[src/rtl/vt52_video_pkg.sv]
// rtl/vt52_video_pkg.sv - raster mode parameter sets and derived totals for the video path
package vt52_video_pkg;

  typedef struct packed {
    int unsigned visible;
    int unsigned fp;
    int unsigned pulse;
    int unsigned bp;
  } axis_timing_t;

  typedef struct packed {
    axis_timing_t h;
    axis_timing_t v;
  } vt_mode_t;

  // 1280x1024@60 letterboxed to 800 visible lines
  localparam vt_mode_t MODE_1280X1024_LB = '{
    h: '{visible: 1280, fp: 48, pulse: 112, bp: 248},
    v: '{visible: 800,  fp: 113, pulse: 3,  bp: 150}
  };

  localparam vt_mode_t MODE_640X480 = '{
    h: '{visible: 640, fp: 16, pulse: 96, bp: 48},
    v: '{visible: 480, fp: 10, pulse: 2,  bp: 33}
  };

  function automatic int unsigned axis_total(input int unsigned bp, input int unsigned vis,
                                             input int unsigned fp, input int unsigned pulse);
    return bp + vis + fp + pulse;
  endfunction

  function automatic int unsigned h_total(input vt_mode_t m);
    return axis_total(m.h.bp, m.h.visible, m.h.fp, m.h.pulse);
  endfunction

  function automatic int unsigned v_total(input vt_mode_t m);
    return axis_total(m.v.bp, m.v.visible, m.v.fp, m.v.pulse);
  endfunction

endpackage

[src/rtl/video_timing_gen_axis.sv]
// rtl/video_timing_gen_axis.sv - one raster axis: wrapping counter plus registered region decode
module timing_axis
  import vt52_video_pkg::*;
#(
  parameter int unsigned BP    = 1,
  parameter int unsigned VIS   = 1,
  parameter int unsigned FP    = 1,
  parameter int unsigned PULSE = 1,
  parameter logic        POL   = 1'b1,
  parameter int unsigned CW    = 8
) (
  input  logic          px_clk,
  input  logic          clr_n,
  input  logic          step,
  output logic [CW-1:0] count,
  output logic [CW-1:0] pos,
  output logic          blank,
  output logic          sync,
  output logic          wrap
);

  localparam int unsigned   TOTAL   = axis_total(BP, VIS, FP, PULSE);
  localparam logic [CW-1:0] LAST    = CW'(TOTAL - 1);
  localparam logic [CW-1:0] VIS_LO  = CW'(BP);
  localparam logic [CW-1:0] VIS_HI  = CW'(BP + VIS);
  localparam logic [CW-1:0] SYNC_LO = CW'(BP + VIS + FP);

  logic [CW-1:0] count_q, count_d;
  logic [CW-1:0] pos_q, pos_d;
  logic          blank_q, blank_d;
  logic          sync_q, sync_d;

  // Combinational so the next axis can step in the same cycle this one wraps
  assign wrap = step && (count_q == LAST);

  always_comb begin
    count_d = count_q;
    if (step) begin
      count_d = wrap ? '0 : count_q + 1'b1;
    end
    blank_d = !((count_d >= VIS_LO) && (count_d < VIS_HI));
    pos_d   = blank_d ? '0 : count_d - VIS_LO;
    sync_d  = (count_d >= SYNC_LO) ? POL : ~POL;
  end

  always_ff @(posedge px_clk or negedge clr_n) begin
    if (!clr_n) begin
      count_q <= '0;
      pos_q   <= '0;
      blank_q <= 1'b1;
      sync_q  <= ~POL;
    end else begin
      count_q <= count_d;
      pos_q   <= pos_d;
      blank_q <= blank_d;
      sync_q  <= sync_d;
    end
  end

  assign count = count_q;
  assign pos   = pos_q;
  assign blank = blank_q;
  assign sync  = sync_q;

endmodule

[src/rtl/video_timing_gen.sv]
// rtl/video_timing_gen.sv - parametrised raster timing generator (pixel clock domain)
// Optional frame counter / cursor blink built only when VTG_FRAME_CNT_EN is defined.
module video_timing_gen
  import vt52_video_pkg::*;
#(
  parameter int unsigned H_VISIBLE = MODE_1280X1024_LB.h.visible,
  parameter int unsigned H_FP      = MODE_1280X1024_LB.h.fp,
  parameter int unsigned H_PULSE   = MODE_1280X1024_LB.h.pulse,
  parameter int unsigned H_BP      = MODE_1280X1024_LB.h.bp,
  parameter int unsigned V_VISIBLE = MODE_1280X1024_LB.v.visible,
  parameter int unsigned V_FP      = MODE_1280X1024_LB.v.fp,
  parameter int unsigned V_PULSE   = MODE_1280X1024_LB.v.pulse,
  parameter int unsigned V_BP      = MODE_1280X1024_LB.v.bp,
  parameter logic        HSYNC_POL = 1'b1,
  parameter logic        VSYNC_POL = 1'b1,
  parameter int unsigned CW        = 11,
  parameter int unsigned FRAME_CW  = 8,
  parameter int unsigned BLINK_BIT = 4
) (
  input  logic                px_clk,
  input  logic                clr_n,
  input  logic                en,
  output logic [CW-1:0]       hc,
  output logic [CW-1:0]       vc,
  output logic [CW-1:0]       x,
  output logic [CW-1:0]       y,
  output logic                hsync,
  output logic                vsync,
  output logic                hblank,
  output logic                vblank,
  output logic                de,
  output logic                line_start,
  output logic                frame_start,
  output logic [FRAME_CW-1:0] frame_cnt,
  output logic                blink
);

  localparam int unsigned H_TOTAL = axis_total(H_BP, H_VISIBLE, H_FP, H_PULSE);
  localparam int unsigned V_TOTAL = axis_total(V_BP, V_VISIBLE, V_FP, V_PULSE);

  generate
    if (H_VISIBLE == 0 || H_FP == 0 || H_PULSE == 0 || H_BP == 0 ||
        V_VISIBLE == 0 || V_FP == 0 || V_PULSE == 0 || V_BP == 0) begin : g_err_zero
      $error("video_timing_gen: timing parameters must be non-zero");
    end
    if ((longint'(H_TOTAL) - 1) >= (longint'(1) << CW) ||
        (longint'(V_TOTAL) - 1) >= (longint'(1) << CW)) begin : g_err_width
      $error("video_timing_gen: H_TOTAL-1 or V_TOTAL-1 does not fit in CW bits");
    end
    if (BLINK_BIT >= FRAME_CW) begin : g_err_blink
      $error("video_timing_gen: BLINK_BIT must be below FRAME_CW");
    end
  endgenerate

  logic h_wrap, v_wrap, frame_wrap;
  logic line_start_q, line_start_d;
  logic frame_start_q, frame_start_d;

  timing_axis #(
    .BP(H_BP), .VIS(H_VISIBLE), .FP(H_FP), .PULSE(H_PULSE), .POL(HSYNC_POL), .CW(CW)
  ) u_h_axis (
    .px_clk(px_clk), .clr_n(clr_n), .step(en),
    .count(hc), .pos(x), .blank(hblank), .sync(hsync), .wrap(h_wrap)
  );

  // h_wrap already carries en, so the vertical axis freezes with the raster
  timing_axis #(
    .BP(V_BP), .VIS(V_VISIBLE), .FP(V_FP), .PULSE(V_PULSE), .POL(VSYNC_POL), .CW(CW)
  ) u_v_axis (
    .px_clk(px_clk), .clr_n(clr_n), .step(h_wrap),
    .count(vc), .pos(y), .blank(vblank), .sync(vsync), .wrap(v_wrap)
  );

  assign frame_wrap = h_wrap && v_wrap;

  always_comb begin
    line_start_d  = h_wrap;
    frame_start_d = frame_wrap;
  end

  always_ff @(posedge px_clk or negedge clr_n) begin
    if (!clr_n) begin
      line_start_q  <= 1'b0;
      frame_start_q <= 1'b0;
    end else begin
      line_start_q  <= line_start_d;
      frame_start_q <= frame_start_d;
    end
  end

  assign line_start  = line_start_q;
  assign frame_start = frame_start_q;
  assign de          = ~hblank & ~vblank;

`ifdef VTG_FRAME_CNT_EN
  logic [FRAME_CW-1:0] frame_cnt_q, frame_cnt_d;

  always_comb begin
    frame_cnt_d = frame_cnt_q;
    if (frame_wrap) begin
      frame_cnt_d = frame_cnt_q + 1'b1;
    end
  end

  always_ff @(posedge px_clk or negedge clr_n) begin
    if (!clr_n) begin
      frame_cnt_q <= '0;
    end else begin
      frame_cnt_q <= frame_cnt_d;
    end
  end

  assign frame_cnt = frame_cnt_q;
  assign blink     = frame_cnt_q[BLINK_BIT];
`else
  assign frame_cnt = '0;
  assign blink     = 1'b0;
`endif

endmodule

[config.mk]
export PLATFORM = sky130hd
export DESIGN_NAME = video_timing_gen
export DESIGN_NICKNAME = d
export VERILOG_FILES = /design/src/rtl/vt52_video_pkg.sv /design/src/rtl/video_timing_gen_axis.sv /design/src/rtl/video_timing_gen.sv
export SDC_FILE = /design/constraint.sdc
export NUM_CORES = 1
export LEC_CHECK = 0
export ABC_AREA = 1
export ABC_CLOCK_PERIOD_IN_PS = 6000
export CAP_MARGIN = 20
export CORE_MARGIN = 4
export CORE_UTILIZATION = 40
export CTS_CLUSTER_DIAMETER = 50
export CTS_CLUSTER_SIZE = 28
export DETAILED_ROUTE_END_ITERATION = 8
export MAX_ROUTING_LAYER = met4
export PLACE_DENSITY = 0.72
export SYNTH_ARGS = -nofsm -noshare
export SYNTH_HDL_FRONTEND = slang
export SYNTH_SLANG_ARGS = --single-unit
[constraint.sdc]
create_clock -name px_clk -period 6 [get_ports px_clk]
set_input_delay 1.2 -clock px_clk [delete_from_list [all_inputs] [get_ports px_clk]]
set_output_delay 1.2 -clock px_clk [all_outputs]
set_load 0.005 [all_outputs]
==> flow_summary.toml <==
[status]
status = "completed"

[sta]
fin_ws_ns = 2.30
holdWs_ns = 0.690
min_period_ns = 3.70
rsz0062_at_grt = "false"
finalSetupTns_ns = 0
finalCritPeriodShare_pct = 61.7
max-slew-margin-rel_pct = 59.0
tightestPinTransition_ns = 0.615
fin_skew_ns = 0.00632
finalSetupViolCount = 0
hold_viol_final = 0
finalMaxSlewViolations = 0
fmax_ghz = 0.270

[clock_tree]
cts_tree = "yes"
cts_root_buffer = "clkbuf_8"
cts.repair.resized = 0
clk_pin_slew_worst_paths_ns = 0.10
post_cts_buffers = 0
cts-buffers-inserted = 5
h-tree-depth = 2
clock_latency_ns = 0.30
cts_sinks = 50
postCtsHoldBufs = 0
clockBufferDepth = 2

[floorplan]
die_w_um = 96.4
dieArea_mm2 = 0.00929
die_h_um = 96.4
start_util_pct = 42.2
ioPinCount = 63
rows = 31
core_area_mm2 = 0.00741

[logic_synthesis]
synthCells = 414
synth_top_area_share_pct = 38.5
synth_top_area_cell = "dfrtp_1"
postSynthAreaPerCell_um2 = 7.54
ys_warn_count = 0
ys_seq_area_share_pct = 40.1
synth_cell_type_count = 30
syn_area_mm2 = 0.00312
ys_ff_latch = 50
synth.area.top_cells = "dfrtp_1 (38%), nand2_1 (12%), inv_1 (6.7%)"

[cells_and_area]
nets = 477
final_util_pct = 51.2
area_growth_pct = 21.5
diodes = 0
mostFrequentLayoutCells = "nand2_1 (102), inv_1 (56), clkdlybuf4s50_1 (52)"
final_common_cell = "nand2_1"
drive_gt1_share_pct = 14.9

[worst_setup_path]
cp_cell_sequence = "clkdlybuf4s50_1 -> nand2_1 -> nor2_1 -> nand3_2 -> nor2_1 -> nand2_1 -> nand2_1 -> ha_1 -> inv_1 -> nand2_2 -> nand2_2 -> nand2_2 -> nand2_2 -> nand2_2 -> nand3_2 -> nor2_2"
required_ns = 6.23
cp_common_cell = "nand2_2"
cpMaxStageDelayCell = "clkdlybuf4s50_1"
r2r_start = "u_h_axis.count[1]$_DFF_PN0_"
critical_path_class = "input pin to flip-flop"
end_kind = "flip-flop"
cp-startpoint = "en"
start_kind = "input pin"
cp.arrival_ns = 3.94
max_stage_delay_ns = 0.80
cp_max_fo = 13

[global_route]
grt.total_usage_pct = 18.0
antenna_found_initial = 0
grt_pass1_vias = 2649
grt-ovfl-total = 0
grt_max_degree = 51
grt_pass1_wl_um = 12500

[power_and_ir_drop]
ir_drop_mv = 0.165
p_per_area_mw_per_mm2 = 339
combPwrFrac_pct = 45.2
switchingPower_mw = 0.550
power_leakage_nw = 1.82
power.total_mw = 1.28
switching_share_pct = 42.8
power.share.clock_pct = 16.8
p_int_mw = 0.735
seq_power_share_pct = 38.0

[hold_path]
hp-start = "u_v_axis.count[10]$_DFF_PN0_"
hp-class = "flip-flop to flip-flop"

[drt]
via_count = 2751
routed_wl_um = 7570
drtPass1Iterations = 4
final_antenna_net_count = 0
wl_per_cell_um = 13.3
drc_errors = 0
via_per_inst = 4.84
drt_iter0_drc = 132

[place]
pre_cts_slack_ns = 1.98
hpwl_um = 5730
gp_congestion = 0.916
portBuffers = 53

[flow_run]
drv_cap = 0
-- state kept, by name, summed over array words and instances, names as in the netlist --
register        cells
u_h_axis.count     11
u_h_axis.pos       11
u_v_axis.count     11
u_v_axis.pos       11
frame_start         1
line_start          1
u_h_axis.blank      1
u_h_axis.sync       1
u_v_axis.blank      1
u_v_axis.sync       1
-- worst max-delay path: cells and delay by family --
family,cells,cell delay [ns]
buffers and inverters,2,0.87
adder cells (fa/ha/maj),1,0.18
AND/OR/NAND/NOR,13,1.69
-- Yosys cell counts --
library cell	number
a21oi_1	5
a31oi_1	1
and3_1	1
buf_2	2
buf_4	11
buf_6	2
conb_1	1
dfrtp_1	48
dfstp_2	2
ha_1	6
inv_1	56
inv_2	4
nand2_1	102
nand2_2	16
nand2_4	1
nand3_1	38
nand3_2	3
nand3_4	2
nand3b_1	3
nand4_1	13
nor2_1	39
nor2_2	23
nor2_4	6
nor2_8	1
nor3_1	10
o21ai_0	6
o21ai_1	3
o21ai_2	1
o21ai_4	1
xor2_1	7
-- per-layer routing --
layer  vias to the layer above  share of wire [%]  GRT usage [%]
met2                        66                 48           28.2
met5                         -                  0              -
met4                         0                1.6           5.72
met3                         9                3.6           2.19
met1                      1294                 47           24.3
li1                       1382                  -              -
-- area by class of cell --
class | count | area [µm²]
repair buffers | 54 | 533
multi-input cells | 297 | 1560
clock buffers | 6 | 82.6
clock inverters | 2 | 16.3
inverters | 60 | 225
flip-flops and latches | 50 | 1250
fillers | 706 | 3610
well taps | 99 | 124
-- through the flow --
step	instances	area, µm²
floorplan	422	3150
global placement	560	3690
detailed placement	560	3690
CTS	568	3790
global route	568	3790
finish	568	3790
-- cell families (layout without fill, tap and decap cells) --
logic type	count (synthesis)	after routing	share of synthesized area [%]
and+or+nand+nor	258	258	41.2
buffers and inverters	75	122	10.9
DFF	50	50	40.1
AOI/OAI and AO/OA	17	17	3.25
xor gates and xnor gates	7	7	1.96
adders and majority gates	6	6	2.40
other	1	9	0.120
-- power by group through the flow --
stage / logic (mW) / registers [mW] / clock network, mW
after floorplan: 0.373 / 0.478 / 0
after global placement: 0.568 / 0.494 / 0
after detailed placement: 0.580 / 0.494 / 0
after CTS: 0.584 / 0.487 / 0.224
after global routing: 0.647 / 0.497 / 0.236
final: 0.580 / 0.488 / 0.216
-- worst paths after layout --
kind	to	slack [ns]	cells after the start
setup / recovery	u_v_axis.pos[2]$_DFF_PN0_	2.30	16
hold / removal	u_v_axis.count[10]$_DFF_PN0_	0.69	2
setup reg to reg	u_v_axis.pos[2]$_DFF_PN0_	3.23	16
hold reg to reg	u_v_axis.count[10]$_DFF_PN0_	0.69	2
max in group asynchronous	u_h_axis.count[2]$_DFF_PN0_	4.59	2
min in group asynchronous	u_h_axis.sync$_DFF_PN0_	0.99	2
Power figures use the tool's default switching activity.
